**config.mk**
```make
export PLATFORM = sky130hd
export DESIGN_NAME = sipo_deserializer
export DESIGN_NICKNAME = d
export VERILOG_FILES = /design/src/rtl/sipo_pkg.sv /design/src/rtl/sipo_out_buf.sv /design/src/rtl/sipo_deserializer.sv
export SDC_FILE = /design/constraint.sdc
export NUM_CORES = 1
export LEC_CHECK = 0
export CAP_MARGIN = 20
export CORE_MARGIN = 2
export CORE_UTILIZATION = 43
export DETAILED_ROUTE_END_ITERATION = 6
export GPL_ROUTABILITY_DRIVEN = 0
export PLACE_DENSITY = 0.79
export SLEW_MARGIN = 30
export SYNTH_ARGS = -nofsm -noshare
export SYNTH_HDL_FRONTEND = slang
export SYNTH_SLANG_ARGS = --single-unit
export TNS_END_PERCENT = 10
```
**constraint.sdc**
```tcl
create_clock -name clk -period 1.48 [get_ports clk]
set_clock_uncertainty 0.05 [all_clocks]
set_input_delay 0.222 -clock clk [delete_from_list [all_inputs] [get_ports clk]]
set_output_delay 0.222 -clock clk [all_outputs]
set_load 0.05 [all_outputs]
```
**src/rtl/sipo_pkg.sv**
```systemverilog
// rtl/sipo_pkg.sv - shared constants and checks for the serial/parallel converter family
package sipo_pkg;

    localparam int WIDTH_MIN = 2;
    localparam int WIDTH_MAX = 64;

    // Output buffer state encoding, shared with the serializer side of the family.
    localparam logic BUF_EMPTY_ENC = 1'b0;
    localparam logic BUF_FULL_ENC  = 1'b1;

    typedef enum logic {
        BUF_EMPTY = BUF_EMPTY_ENC,
        BUF_FULL  = BUF_FULL_ENC
    } buf_state_t;

    function automatic bit width_legal(input int w);
        return (w >= WIDTH_MIN) && (w <= WIDTH_MAX);
    endfunction

endpackage

```
**src/rtl/sipo_out_buf.sv**
```systemverilog
// rtl/sipo_out_buf.sv - one-entry valid/ready holding register that drops and flags on full
module sipo_out_buf
    import sipo_pkg::*;
#(
    parameter int WIDTH = 8
) (
    input  logic             clk,
    input  logic             rst_n,
    input  logic             in_valid,
    input  logic [WIDTH-1:0] in_data,
    output logic [WIDTH-1:0] q,
    output logic             q_valid,
    input  logic             q_ready,
    output logic             overrun,
    input  logic             overrun_clr
);

    buf_state_t state, state_next;
    logic       load;
    logic       drop;

    always_ff @(posedge clk or negedge rst_n) begin
        if (!rst_n) begin
            state <= BUF_EMPTY;
        end else begin
            state <= state_next;
        end
    end

    // A word completing in the same cycle the held word is consumed replaces it
    // directly, so a streaming producer sees no bubble.
    always_comb begin
        state_next = state;
        load       = 1'b0;
        drop       = 1'b0;
        case (state)
            BUF_EMPTY: begin
                if (in_valid) begin
                    load       = 1'b1;
                    state_next = BUF_FULL;
                end
            end
            BUF_FULL: begin
                if (q_ready) begin
                    if (in_valid) begin
                        load = 1'b1;
                    end else begin
                        state_next = BUF_EMPTY;
                    end
                end else if (in_valid) begin
                    drop = 1'b1;
                end
            end
            default: begin
                state_next = BUF_EMPTY;
            end
        endcase
    end

    always_ff @(posedge clk or negedge rst_n) begin
        if (!rst_n) begin
            q <= '0;
        end else if (load) begin
            q <= in_data;
        end
    end

    always_ff @(posedge clk or negedge rst_n) begin
        if (!rst_n) begin
            overrun <= 1'b0;
        end else if (drop) begin
            overrun <= 1'b1;
        end else if (overrun_clr) begin
            overrun <= 1'b0;
        end
    end

    assign q_valid = (state == BUF_FULL);

endmodule

```
**src/rtl/sipo_deserializer.sv**
```systemverilog
// rtl/sipo_deserializer.sv - gated serial-in/parallel-out deserializer with buffered word output
module sipo_deserializer
    import sipo_pkg::*;
#(
    parameter int  WIDTH     = 8,
    parameter bit  MSB_FIRST = 1'b1,
    localparam int CNT_W     = $clog2(WIDTH)
) (
    input  logic             clk,
    input  logic             rst_n,
    input  logic             clr,
    input  logic             b_valid,
    input  logic             b,
    output logic [WIDTH-1:0] q,
    output logic             q_valid,
    input  logic             q_ready,
    output logic [CNT_W-1:0] bit_cnt,
    output logic             overrun,
    input  logic             overrun_clr
);

    if (!width_legal(WIDTH)) begin : g_width_check
        $error("sipo_deserializer: WIDTH must lie in 2..64");
    end

    localparam logic [CNT_W-1:0] LAST_CNT = CNT_W'(WIDTH - 1);

    logic [WIDTH-1:0] sr;
    logic [WIDTH-1:0] sr_next;
    logic             shift;
    logic             word_done;

    if (MSB_FIRST) begin : g_msb_first
        assign sr_next = {sr[WIDTH-2:0], b};
    end else begin : g_lsb_first
        assign sr_next = {b, sr[WIDTH-1:1]};
    end

    // clr outranks a qualified bit, so the bit arriving with clr is discarded.
    assign shift     = b_valid && !clr;
    assign word_done = shift && (bit_cnt == LAST_CNT);

    always_ff @(posedge clk or negedge rst_n) begin
        if (!rst_n) begin
            sr      <= '0;
            bit_cnt <= '0;
        end else if (clr) begin
            sr      <= '0;
            bit_cnt <= '0;
        end else if (shift) begin
            sr      <= sr_next;
            bit_cnt <= word_done ? '0 : bit_cnt + CNT_W'(1);
        end
    end

    // The buffer takes the post-shift value so the final bit lands in the same edge.
    sipo_out_buf #(
        .WIDTH (WIDTH)
    ) u_out_buf (
        .clk         (clk),
        .rst_n       (rst_n),
        .in_valid    (word_done),
        .in_data     (sr_next),
        .q           (q),
        .q_valid     (q_valid),
        .q_ready     (q_ready),
        .overrun     (overrun),
        .overrun_clr (overrun_clr)
    );

endmodule

```
==> summary.txt, run 1 <==
Place
  – Hpwl dp: 1216 um
  – IO Port Bufs: 19
  – Setup WS pre-CTS: -142.6 ps
  – DP Cell Count: 113

Die
  – Core area: 0.001942 mm^2
  – Die X: 49.13 um
  – # rows: 16
  – Initial Utilization: 0.4510
  – Ports: 20
  – Die Height: ~49 um
  – Die area: 0.002414 mm^2

STA
  – RSZ-0062 raised after global routing: true
  – Final hold vios: 0
  – Fmax: between 0.6 and 0.7 GHz
  – Final setup viols: 8
  – Period utilisation layout: 1.018
  – Final setup margin: -27.11 ps
  – Max Slew Vio Count: 0
  – Slew headroom: 0.8339
  – Min Clock Period, post-route: ~1500 ps
  – Worst-margin pin slew: 249.2 ps

Yosys
  – Mapped Nets: a little over 70
  – Register bit total from synthesis: 20
  – Seq/Total Area, Yosys: 0.5714
  – Avg Cell Area, Syn: ~14 um^2
  – Synth Cell Area: 875.8 um^2
  – Synth Instances: 62
  – Ys Warns: 0
  – Synth unique cells: 17

Worst setup path
  – Worst setup SP type: flip-flop
  – WP data required: 1620 ps
  – Crit. End Element: flip-flop
  – Arrival @ worst endpoint: 1640 ps
  – Critical path class: reg -> reg
  – Max FO, Critical Path: 8

Finish
  – Fraction of layout cells with a size suffix above 1: 0.4674
  – Layout Cells excl Fill: 119
  – # diodes: 0
  – Commonest non-fill, non-tap cells in the layout: 17 x dfrtp_1, 14 x buf_12, 9 x nor2_1, 9 x buf_4
  – Final net count: 102
  – Most common cell after layout, fill and taps aside: dfrtp_1
  – P&R area growth vs syn: 57.14%

Pwr
  – Power Density: 812.2 mW/mm^2
  – Tot Pwr: 1.118 mW
  – Static Leakage: 0.6680 nW
  – Worst IR drop on VDD: 730.5 uV

Clock tree
  – Clk sink count: 20
  – Clock buffer depth: 2
  – Inserted Clock Buffers: 3
  – Clk slew on worst S/H paths: 110 ps
  – Hold_buf cts: 0
  – Htree depth: 1
  – CTS tree: built
  – Worst-Skew Late Latency: slightly below 300 ps
  – Clk root buf: clkbuf_4

Route
  – Met2 WL: 815 um
  – Top layer reached by signal wires: met3
  – Routed met1 length: 717 um
  – Residual DRC: 0
  – WL per Instance: 13.92 um
  – Via density: 4.866
  – DR WL met3: ~120 um
  – Final WL: 1656 um
  – Routed via count: 579
  – Initial DRT Pass Iterations: 4
  – DRT antenna net count: 0
  – Iter 0 DRT Violations: 8

Global route
  – First-pass GRT wire length: 3022 um
  – Gr usage total: 0.1653
  – GRT overflow: 0
  – Largest net degree at the start of global routing: 21
  – Vias in the first global route: 611
  – Initial antenna violation count: 0

Flow run
  – Max cap viols: 0

Min path
  – Class of the worst hold path: in -> async

Outcome
  – Failing checks: setup timing
  – Outcome: finished, violations left
## final cells by class
| type | count | area, um^2 |
|---|---|---|
| multi-input combinational | 37 | 370.4 |
| inverter | 2 | 7.507 |
| timing repair buffer | 29 | 407.9 |
| sequential | 20 | 504.2 |
| fill | 143 | 565.5 |
| clock buffer | 3 | 22.52 |
| tap | 27 | 33.78 |
| clock inverter | 1 | 30.03 |
## Yosys cell counts, drive strengths merged
cell | number | share of area
nor2 | 9 | 0.039
nand2b | 1 | 0.016
nor3b | 1 | 0.0086
nand3b | 2 | 0.031
clkbuf | 1 | 0.0043
ha | 2 | 0.029
dfrtp | 20 | 0.57
buf | 2 | 0.021
o22ai | 1 | 0.0071
nand2 | 2 | 0.0086
a21oi | 2 | 0.011
mux2 | 8 | 0.14
mux2i | 8 | 0.091
nor2b | 1 | 0.016
inv | 2 | 0.0086
## layer usage
layer  vias to the layer above  track usage
li1                        269            -
met1                       289       0.2238
met2                        21       0.2590
met3                         0      0.04908
met4                         0      0.04286
met5                         -            0
## state kept, by name (all words and copies together) (netlist names)
| name | count |
|---|---|
| bit_cnt | 3 |
| u_out_buf.overrun | 1 |
| sr | 7 |
| u_out_buf.q_valid | 1 |
| u_out_buf.q | 8 |
## worst max-delay path, cell delays in order, from the launching register on
cell and delay [ps]:
dfrtp_2 410, ha_4 140, ha_4 130, nand3b_4 80
nor2b_4 130, buf_12 150, mux2_4 300
## per-stage QoR
step	util	hold slack [ps]	setup TNS [ps]	instance area (um^2)
global placement	0.6740	445.2	-886.9	1309
floorplan	-	-123.6	-1443	904.6
global route	0.7088	228.2	-597.1	1376
CTS	0.7088	204.5	-215.7	1376
finish	0.7088	202.6	-149.6	1376
detailed placement	0.6740	460.0	-1067	1309
## power by group
group,internal [mW],total (mW),switching [mW]
sequential,0.555,0.563,0.00803
clock,0.273,0.438,0.165
combinational,0.0605,0.117,0.0563
## cells by family (layout without fill, tap and decap cells)
group | count (synthesis) | after routing | share of synthesized area
multiplexers | 16 | 16 | 0.2286
AO/OA/AOI/OAI | 3 | 3 | 0.01858
buffers and inverters | 5 | 35 | 0.03429
flip-flops | 20 | 20 | 0.5714
adder cells (fa/ha/maj) | 2 | 2 | 0.02857
AND/OR/NAND/NOR | 16 | 16 | 0.1186
## final timing paths
kind / from / to / slack, ps / cells after the start
max: bit_cnt[1] / u_out_buf.q[7] / -30 / 6
max reg2reg: bit_cnt[1] / u_out_buf.q[7] / -30 / 6
min in group clk: overrun_clr / u_out_buf.overrun / 460 / 2
max in group asynchronous: rst_n / bit_cnt[1] / 960 / 2
min reg2reg: sr[6] / u_out_buf.q[7] / 480 / 1
min: rst_n / sr[0] / 200 / 2
## repair_timing
item                                    in CTS  in global routing
gates resized for setup                      0                  0
pin swaps                                    1                  1
endpoints found under the setup margin       8                  8
setup buffers                                2                  0
cloned                                       0                  0
(Power assumes the default switching activity.)
==> run 2, diff against run 1 <==
Settings changed: CTS_CLUSTER_DIAMETER set to 80, SKIP_CTS_REPAIR_TIMING set to 1.
==> summary.txt, run 2 (synthesis gave the netlist of run 1 again) <==
Outcome
  – Outcome: finished, violations left (unchanged)
  – Failing checks: setup timing (unchanged)

Worst setup path
  – Slowest Stage Delay on Critical Path: 410 ps (about the same)
  – WP data required: 1620 ps (about the same)
  – Reg2Reg Launch Point: bit_cnt[1] (unchanged)
  – Worst reg2reg path depth: 6 (unchanged)
  – Arrival @ worst endpoint: 1660 ps (was 1640 ps)
  – Reg2reg end: u_out_buf.q[7] (unchanged)
  – Critical path origin: bit_cnt[1] (unchanged)
  – Max FO, Critical Path: 8 (unchanged)
  – Worst setup SP type: flip-flop (unchanged)
  – Critical path class: reg -> reg (unchanged)
  – CP cell instances: ha_4 -> ha_4 -> nand3b_4 -> nor2b_4 -> buf_12 -> mux2_4 (unchanged)
  – Setup crit end: u_out_buf.q[7] (unchanged)
  – Crit. End Element: flip-flop (unchanged)
  – CP max-delay cell: dfrtp_2 (unchanged)
  – R2R Setup Slk: -40 ps (was -30 ps)
  – Cell mode on critical path: ha_4 (unchanged)

Route
  – Residual DRC: 0 (unchanged)
  – Routed via count: 564 (was 579)
  – DRT antenna net count: 0 (unchanged)
  – Via density: 4.780 (was 4.866)
  – WL per Instance: 13.85 um (was 13.92 um)
  – Final WL: 1634 um (was 1656 um)
  – Iter 0 DRT Violations: 8 (unchanged)
  – Initial DRT Pass Iterations: 4 (unchanged)

Flow run
  – Max cap viols: 0 (unchanged)

STA
  – Worst-margin pin slew: 249.2 ps (about the same)
  – Hold WS: 203.0 ps (was 202.6 ps)
  – Period utilisation layout: 1.025 (was 1.018)
  – Final setup viols: 8 (unchanged)
  – Slew headroom: 0.8338 (was 0.8339)
  – Final hold vios: 0 (unchanged)
  – Final setup margin: -37.09 ps (was -27.11 ps)
  – Setup tns final: -230.6 ps (was -149.6 ps)
  – RSZ-0062 raised after global routing: true (unchanged)
  – Min Clock Period, post-route: 1517 ps (was 1507 ps)
  – Max Slew Vio Count: 0 (unchanged)
  – Fmax: 0.6592 GHz (was 0.6635 GHz)

Die
  – Initial Utilization: 0.4510 (unchanged)
  – Die area: 0.002414 mm^2 (unchanged)
  – Die X: 49.13 um (unchanged)
  – Die Height: 49.13 um (unchanged)
  – Ports: 20 (unchanged)
  – Core area: 0.001942 mm^2 (unchanged)
  – # rows: 16 (unchanged)

Finish
  – Commonest non-fill, non-tap cells in the layout: 17 x dfrtp_1, 14 x buf_12, 9 x nor2_1 (was 17 x dfrtp_1, 14 x buf_12, 9 x nor2_1, 9 x buf_4)
  – Number of fillers in the final layout: 140 (was 143)
  – # diodes: 0 (unchanged)
  – P&R area growth vs syn: 56.29% (was 57.14%)
  – Final net count: 101 (was 102)
  – Biggest regs: u_out_buf.q: 8 flops, sr: 7 flops, bit_cnt: 3 flops (unchanged)
  – Top reg by flops: u_out_buf.q (unchanged)
  – Final Instance Area: 0.001369 mm^2 (was 0.001376 mm^2)
  – Fraction of layout cells with a size suffix above 1: 0.4615 (was 0.4674)
  – Most common cell after layout, fill and taps aside: dfrtp_1 (unchanged)
  – Max FFs per register: 8 (unchanged)

Global route
  – GRT overflow: 0 (unchanged)
  – Largest net degree at the start of global routing: 21 (unchanged)
  – Initial antenna violation count: 0 (unchanged)
  – First-pass GRT wire length: 2987 um (was 3022 um)
  – Vias in the first global route: 602 (was 611)
  – Gr usage total: 0.1640 (was 0.1653)

Place
  – IO Port Bufs: 19 (unchanged)
  – Hpwl dp: 1216 um (unchanged)
  – Placed Area: 0.001309 mm^2 (unchanged)

Clock tree
  – Clk slew on worst S/H paths: 110 ps (about the same)
  – Htree depth: 1 (unchanged)
  – Inserted Clock Buffers: 3 (unchanged)
  – CTS tree: built (unchanged)
  – Clock buffer depth: 2 (unchanged)
  – Clk sink count: 20 (unchanged)
  – Worst-Skew Late Latency: 290 ps (about the same)
  – Clk root buf: clkbuf_4 (unchanged)

Pwr
  – Tot Pwr: 1.118 mW (about the same)
  – Worst IR drop on VDD: 765.1 uV (was 730.5 uV)
  – Static Leakage: 0.6625 nW (was 0.6680 nW)
  – Power Density: 816.8 mW/mm^2 (was 812.2 mW/mm^2)

Min path
  – Class of the worst hold path: in -> async (unchanged)
run 2: cell count changes in the layout (fill, tap and decap cells not counted), sizes merged:
| cell | previous run | this run |
|---|---|---|
| buf | 23 | 22 |
run 2: power breakdown:
part           internal [mW]  switching (mW)  leakage (nW)
sequential             0.555         0.00795         0.273
clock                  0.273           0.165        0.0279
combinational         0.0605          0.0563         0.362
total                  0.889           0.230         0.663
run 2: final cells by class:
type                       instances  area, um^2  area share
sequential                        20       504.2      0.3684
tap                               27       33.78     0.02468
clock buffer                       3       22.52     0.01645
inverter                           2       7.507    0.005484
clock inverter                     1       30.03     0.02194
timing repair buffer              28       400.4      0.2925
multi-input combinational         37       370.4      0.2706
run 2: how the worst min path moves through the flow:
stage,slack [ps],start,depth (start not counted),to
after floorplan,-120,rst_n,0,bit_cnt[0]
after global placement,450,sr[6],1,u_out_buf.q[7]
after detailed placement,460,sr[6],1,u_out_buf.q[7]
after CTS,200,rst_n,2,u_out_buf.q_valid
after global routing,230,rst_n,2,bit_cnt[2]
final,200,rst_n,2,sr[0]
run 2: layer usage:
layer,track usage,wire (um)
met2,0.2523,805
met4,0.04286,0
met5,0,0
met3,0.04908,105
met1,0.2258,724
run 2: through the flow:
stage	setup WS [ps]	utilization	instances
after floorplan	-180.4	-	62
after detailed placement	-142.6	0.6740	113
after global routing	-94.18	0.7049	118
final	-37.09	0.7049	118
after CTS	-61.79	0.7010	117
after global placement	-118.8	0.6740	113
run 2: critical path: cells and delay by family, from the launching register on:
| family | cells | cell delay, ps |
|---|---|---|
| fa+ha+maj | 2 | 280 |
| mux | 1 | 300 |
| flops | 1 | 410 |
| simple gates | 2 | 230 |
| buf+inv | 1 | 150 |
==> run 3, diff against run 2 <==
Settings changed: CTS_CLUSTER_DIAMETER 80 to 40.
==> results of run 3 <==
Same layout as run 2: the final DEF is identical, and so are final timing and power.
